**config.mk**
```make
export PLATFORM = sky130hd
export DESIGN_NAME = pci_bus_arbiter
export DESIGN_NICKNAME = d
export VERILOG_FILES = /design/src/rtl/pci_bus_arbiter.sv
export SDC_FILE = /design/constraint.sdc
export NUM_CORES = 1
export LEC_CHECK = 0
export CORE_AREA = 4 4 41 43
export DETAILED_ROUTE_END_ITERATION = 7
export DIE_AREA = 0 0 45 47
export PLACE_DENSITY = 0.68
export SLEW_MARGIN = 20
export SYNTH_ARGS = -nofsm -noshare
export SYNTH_HDL_FRONTEND = slang
export SYNTH_SLANG_ARGS = --single-unit
export TNS_END_PERCENT = 50
```
**constraint.sdc**
```tcl
create_clock -name clk -period 2.2 [get_ports clk]
set_clock_uncertainty 0.05 [all_clocks]
set_input_delay 0.44 -clock clk [delete_from_list [all_inputs] [get_ports clk]]
set_output_delay 0.44 -clock clk [all_outputs]
set_load 0.05 [all_outputs]
```
**src/rtl/pci_bus_arbiter.sv**
```systemverilog
// pci_bus_arbiter
//   Round-robin arbiter for the shared 16-bit PCI-style bus. At most one agent
//   owns the bus at a time. The owner keeps the grant for as long as it holds
//   its request high. There is always one turnaround cycle with no grant between
//   two owners, so the bus drivers of consecutive owners never overlap.
//
//   Agent index: 0 = 8085, 1 = DMA, 2 = RAM, 3 = spare.
//
//   Ports
//     clk       in   system clock; all logic runs on posedge
//     rst_n     in   synchronous, active-low reset
//     req       in   level request per agent
//     gnt       out  registered one-hot grant; all-zero when the bus has no owner
//     gnt_id    out  index of the current owner; valid only while gnt != 0
//     bus_idle  out  1 when the bus has no owner (IDLE or TURN)
//     preempt   out  one-cycle pulse when an owner is forcibly removed
//
//   Build option
//     ARB_TIMEOUT_EN  limits tenure to MAX_HOLD cycles while other agents
//                     are waiting. When this macro is undefined, preempt is
//                     tied to 0 and tenure is unlimited.
//
//   state    | meaning
//   ---------+------------------------------------------------------------
//   IDLE     | no owner and no turnaround in progress; arbitrate on req
//   GRANT    | gnt/gnt_id name the owner; leave when the owner drops req
//   TURN     | single gnt-low cycle between owners; arbitrate on req

module pci_bus_arbiter #(
    parameter int NUM_REQ  = 4,
    parameter int MAX_HOLD = 16
) (
    input  logic                       clk,
    input  logic                       rst_n,
    input  logic [NUM_REQ-1:0]         req,
    output logic [NUM_REQ-1:0]         gnt,
    output logic [$clog2(NUM_REQ)-1:0] gnt_id,
    output logic                       bus_idle,
    output logic                       preempt
);

    localparam int IW = $clog2(NUM_REQ);

    localparam logic [1:0] ST_IDLE  = 2'd0;
    localparam logic [1:0] ST_GRANT = 2'd1;
    localparam logic [1:0] ST_TURN  = 2'd2;

    logic [1:0]    state;
    logic [IW-1:0] last;
    logic [IW-1:0] win;
    logic [IW-1:0] cand;
    logic          found;
    logic          drop_owner;

    // The search starts just after the previous winner, so the agent that
    // most recently owned the bus is considered last.
    always_comb begin
        found = 1'b0;
        win   = '0;
        cand  = '0;
        for (int i = 1; i <= NUM_REQ; i++) begin
            cand = IW'((int'(last) + i) % NUM_REQ);
            if (!found && req[cand]) begin
                found = 1'b1;
                win   = cand;
            end
        end
    end

`ifdef ARB_TIMEOUT_EN
    localparam int          CW      = $clog2(MAX_HOLD);
    localparam logic [CW-1:0] CNT_MAX = CW'(MAX_HOLD - 1);

    logic [CW-1:0] cnt;
    logic          timeout_hit;

    // Preemption happens only when some other agent is waiting. A lone owner
    // keeps the bus, and cnt stays saturated at CNT_MAX.
    assign timeout_hit = (state == ST_GRANT) && req[gnt_id] && (cnt == CNT_MAX)
                         && ((req & ~gnt) != '0);

    always_ff @(posedge clk) begin
        if (!rst_n) begin
            cnt     <= '0;
            preempt <= 1'b0;
        end else begin
            preempt <= timeout_hit;
            if (state != ST_GRANT) begin
                cnt <= '0;
            end else if (cnt != CNT_MAX) begin
                cnt <= cnt + 1'b1;
            end
        end
    end
`else
    logic timeout_hit;
    assign timeout_hit = 1'b0;
    assign preempt     = 1'b0;
`endif

    assign drop_owner = !req[gnt_id] || timeout_hit;

    always_ff @(posedge clk) begin
        if (!rst_n) begin
            state    <= ST_IDLE;
            gnt      <= '0;
            gnt_id   <= '0;
            bus_idle <= 1'b1;
            last     <= IW'(NUM_REQ - 1);
        end else begin
            case (state)
                ST_IDLE, ST_TURN: begin
                    if (found) begin
                        state    <= ST_GRANT;
                        gnt      <= NUM_REQ'(1) << win;
                        gnt_id   <= win;
                        last     <= win;
                        bus_idle <= 1'b0;
                    end else begin
                        state    <= ST_IDLE;
                        gnt      <= '0;
                        bus_idle <= 1'b1;
                    end
                end
                ST_GRANT: begin
                    // gnt_id is left as it is so that it still names the
                    // last owner while the bus has no owner.
                    if (drop_owner) begin
                        state    <= ST_TURN;
                        gnt      <= '0;
                        bus_idle <= 1'b1;
                    end
                end
                default: begin
                    state    <= ST_IDLE;
                    gnt      <= '0;
                    bus_idle <= 1'b1;
                end
            endcase
        end
    end

endmodule

```
==> results by group <==
Layout
  – Synth-to-Final Area Change: 30.4%
  – Antenna cells: 0
  – # fillers: 134
  – Nets@finish: 75
  – Cell area after layout: 693 um^2
  – Layout cells sized above 1: 16.2%

STA
  – Fmax: 0.512 GHz
  – Hold Vio Cnt, Final: 0
  – Max_slew headroom: 66.6%
  – RSZ-0062 raised after global routing: no
  – Final setup vio count: 0
  – Worst Tran Pin Value: 0.500 ns
  – Final slew viol count: 0
  – Final setup TNS: 0 ns
  – Final WS setup: 0.247 ns
  – Final Critical Period: 1.95 ns
  – Period utilization: 88.8%

Pwr
  – Peak supply drop: 0.000370 V
  – Total power after layout: 0.541 mW
  – Power Density: 781 mW/mm^2
  – Leak Pwr: 0.260 nW

Yosys
  – Number of unique standard cell types used by synthesis: 28
  – Top post-synthesis cells by area: dfxtp_1 (41%), a32o_1 (7.5%), nor4b_4 (4.5%)
  – Synth top cells by count: dfxtp_1 (11), a32o_1 (4), nor2_1 (4), o21ai_0 (4), or2b_1 (3)
  – Synth area leader: dfxtp_1
  – Synth Warn #: 0
  – Area share of the largest cell type after synthesis: 41.4%
  – Syn Nets: 59
  – Main synth FF type: dfxtp_1
  – Yosys reg bits: 11
  – Seq/Total Area, Yosys: 41.4%
  – Cell with the most instances after synthesis: dfxtp_1
  – EDFF count, synth: 0
  – Async set-reset flop share out of synthesis: 0%
  – Post-Synthesis Cells: 53
  – Syn Area/Cell: 10.0 um^2
  – Mapped Area: 532 um^2

Routing
  – Vias per cell: 5.25
  – Final wirelength: 1.17 mm
  – Via count: 436
  – Routed len/inst: 14.0 um
  – Post-route ant nets: 0
  – Initial DRC Count: 11
  – DRT Pass-1 Iters: 4
  – DRC Markers: 0

Placement
  – Global placer's final weighted congestion: 0.710
  – Pre-CTS setup slack: 0.0924 ns
  – Area after DPL: 667 um^2
  – PortBufs: 12
  – Post-DP HPWL: 926 um

Die
  – Initial Utilization: 40.9%
  – Die height: 47 um
  – Die ar.: 0.00212 mm^2
  – Core box area: 0.00130 mm^2
  – Horiz. Die Dim: 45 um
  – # rows: 13
  – # IOs: 14

Setup path
  – Crit path buffers/inverters: 1
  – Crit. End Element: primary output
  – R2R cell count: 3
  – Worst setup SP type: flop
  – CP arrival: 1.46 ns
  – Largest delay share family, worst path: buffers and inverters
  – Worst Path Max Fanout: 3
  – Total stage count of the critical path: 1
  – Crit path launch: gnt_id[1]
  – Slowest stage delay, CP: 0.82 ns
  – Reg2Reg Launch Point: gnt_id[1]
  – Slowest CP cell: clkdlybuf4s50_1
  – Critical Path RT: 1.71 ns
  – Critical path type: flop to primary output
  – Worst path cell trace: clkdlybuf4s50_1

Global route
  – Gr usage total: 13.0%
  – Largest net degree at the start of global routing: 11
  – Antenna violations before repair: 0
  – Total congestion overflow: 0
  – First-pass GRT wire length: 1.86 mm
  – Number of global-route vias before repair: 402

Clock network
  – Htree depth: 1
  – CTS tree: done
  – Clock transition at path regs: 0.07 ns
  – Cts bufs inserted: 3
  – CTS root buf: clkbuf_4
  – Worst-Skew Late Latency: 0.27 ns
  – Postcts setup bufs: 0
  – Post-CTS Resized: 0
  – CTS Sinks: 11
  – Cts hold-fix bufs: 0
  – Clk buf depth: 2

Hold path
  – Worst Hold Class: flop to flop
  – Hold path depth: 2
  – Worst Hold Launch: bus_idle

Status
  – Outcome: finished, final reports clean

Job
  – Max-cap violations: 0
## sequential cells by signal (all words and copies together), names as in the netlist
name      count
gnt_id        2
last          2
state         2
gnt           4
bus_idle      1
## area by class of cell
cell class | count | area (um^2) | share of cell area, %
Clock buffer | 4 | 26.3 | 3.79
Timing Repair Buffer | 13 | 128 | 18.4
Multi-Input combinational cell | 39 | 297 | 42.8
Inverter | 1 | 3.75 | 0.542
Sequential cell | 11 | 220 | 31.8
Tap cell | 15 | 18.8 | 2.71
## kinds of logic after synthesis
logic type             after synthesis  share of synthesized area, %
other                                1                         0.705
AND/OR/NAND/NOR                     21                          28.7
buffers and inverters                3                          2.82
flip-flops                          11                          41.4
multiplexers                         1                          4.23
AO/OA/AOI/OAI                       16                          22.1
## path summary, 6_finish.rpt
check,to,slack [ns]
hold / removal,bus_idle,0.40
setup reg to reg,gnt[3],0.71
hold reg to reg,bus_idle,0.40
setup / recovery,gnt_id[1],0.25
## per-layer routing
layer / part of all wire [%] / GRT usage (%) / routed length [um]
met5: 0 / 0 / 0
met4: 0.77 / 5.26 / 9
met3: 4.6 / 5.75 / 54
met2: 51 / 21.5 / 599
met1: 43 / 14.6 / 502
## through the flow
step / hold WS (ns) / cells / utilization (%)
floorplan: 0.420 / 53 / -
global placement: 0.397 / 79 / 51.2
detailed placement: 0.396 / 79 / 51.2
CTS: 0.407 / 83 / 53.3
global route: 0.440 / 83 / 53.3
finish: 0.401 / 83 / 53.3
## cell usage in the layout, fill, tap and decap left out, drive strengths merged
cell,synthesis,final
o21a,1,1
and2,1,1
inv,1,1
nor3b,2,2
nor4b,1,1
nand2b,1,1
a21oi,3,3
clkbuf,1,4
dfxtp,11,11
or3,1,1
a211oi,1,1
a32o,4,4
o21ai,4,4
nor2b,2,2
clkdlybuf4s50,0,12
or2b,3,3
conb,1,1
buf,1,1
nor4,1,1
a21boi,2,2
and3,1,1
nand3,1,1
a211o,1,1
nor2,5,5
nand2,2,2
mux4,1,1
## power breakdown
part           internal, mW  switching, mW
Sequential            0.220         0.0160
Combinational        0.0720         0.0995
Clock                0.0701         0.0638
Note: power is estimated with default switching activity, not from simulation.
==> variant (config.mk and constraints unchanged) <==
`NUM_REQ`: 4 -> 2.
--- a/src/rtl/pci_bus_arbiter.sv
+++ b/src/rtl/pci_bus_arbiter.sv
@@ -27,7 +27,7 @@
 //   TURN     | single gnt-low cycle between owners; arbitrate on req
 
 module pci_bus_arbiter #(
-    parameter int NUM_REQ  = 4,
+    parameter int NUM_REQ  = 2,
     parameter int MAX_HOLD = 16
 ) (
     input  logic                       clk,
Interface: changed (resized gnt, gnt_id and req); port bits go from 14 to 9. The function was not compared with the original's and may differ.
==> variant against the unedited design <==
Sequential cell count fell by 4; synthesized cell count fell by 42%; routed wire length fell by 53%; power is 33% lower; cell area down 41%; register-to-register slack improved by 0.27 ns; worst setup slack better by 0.039 ns; area after synthesis is 44% lower; highest routed layer is now met3.
==> variant: results <==
export IMPL_pre_cts_slack_ns=0.4464
export IMPL_grt_pass1_vias=224
export IMPL_critPathMaxFanout=3
export IMPL_grt_met3_usage=0.06130
export IMPL_clock_root_buffer="clkbuf_4"
export IMPL_dr_pass1_iters=1
export IMPL_synthTopCellsByCount="7 x dfxtp_1, 5 x nand2_1, 3 x nand3_1"
export IMPL_hold_start="bus_idle$_SDFFE_PN1P_"
export IMPL_run_status="complete, no violations"
export IMPL_grt_util_met1=0.07834
export IMPL_ff2ff_path_depth=3
export IMPL_crit_path_start="gnt_id$_SDFFE_PN0P_"
export IMPL_crit_arrival_ns=1.42
export IMPL_use_met2=0.08757
export IMPL_wl_met2_um=218
export IMPL_drt_initial_drc_count=0
export IMPL_drt_wl_total_um=552
export IMPL_reg2reg_to="gnt[0]$_SDFFE_PN0P_"
export IMPL_met1Wirelength_um=265
export IMPL_switching_share=0.3075
export IMPL_hold_end="bus_idle$_SDFFE_PN1P_"
export IMPL_synth_nets=35
export IMPL_ys_types=17
export IMPL_fillers=152
export IMPL_vias=237
export IMPL_power_mw=0.3634
export IMPL_routedWlPerCell_um=9.857
export IMPL_drive_gt1_frac=0.1707
export IMPL_synth_seq_area_share=0.4667
export IMPL_clk_latency_ns=0.25
export IMPL_nets=46
export IMPL_ir_drop_v=0.0004078
export IMPL_placed_area_um2=381.6
export IMPL_synth_main_ff_cell="dfxtp_1"
export IMPL_postSynthAreaPerCell_um2=9.687
export IMPL_rrSetupSlack_ns=0.98
export IMPL_gp_congestion=0.7210
export IMPL_clkTransAtPathRegs_ns=0.05
export IMPL_holdWs_ns=0.4044
export IMPL_grt_pass1_wl_um=952
export IMPL_postCtsSetupBuffers=0
export IMPL_diodes=0
export IMPL_fin_crit_ns=1.914
export IMPL_dr_max_layer_used="met3"
export IMPL_synthTopCellsByArea="dfxtp_1 47%, nand2_1 6.3%, a22o_4 5.8%"
export IMPL_io_buffer_count=7
export IMPL_pwr_share_clk=0.314
export IMPL_place_hpwl_um=421.1
export IMPL_grt_max_degree=7
export IMPL_track_usage=0.06429
export IMPL_wl_met3_um=67
export IMPL_leakage_nw=0.1637
export IMPL_p_seq_mw=0.151
export IMPL_crit_end="gnt_id"
export IMPL_placed_cells=52
[variant: changes by cell type after synthesis, moves of 2 or more]
cell,unedited run,this run
a32o_1,4,0
dfxtp_1,11,7
nand2_1,2,5
nand3_1,1,3
nor2_1,4,0
nor3b_1,2,0
o21ai_0,4,1
or2b_1,3,0
[variant: cells by family (layout without fill, tap and decap cells)]
logic type             count (synthesis)  count (layout)  synth area share
other                                  1               1           0.01249
AOI/OAI and AO/OA                      9               9            0.2500
and+or+nand+nor                       11              11            0.1833
muxes                                  1               1           0.04999
DFF                                    7               7            0.4667
buffers and inverters                  2              12           0.03750
[variant: cell type report]
cell class | instances | area [um^2] | share of cell area
repair buffers | 7 | 70.07 | 0.1718
multi-input cells | 22 | 148.9 | 0.3650
flip-flops and latches | 7 | 140.1 | 0.3436
inverters | 1 | 3.754 | 0.009202
clock buffers | 4 | 26.28 | 0.06442
well taps | 15 | 18.77 | 0.04601
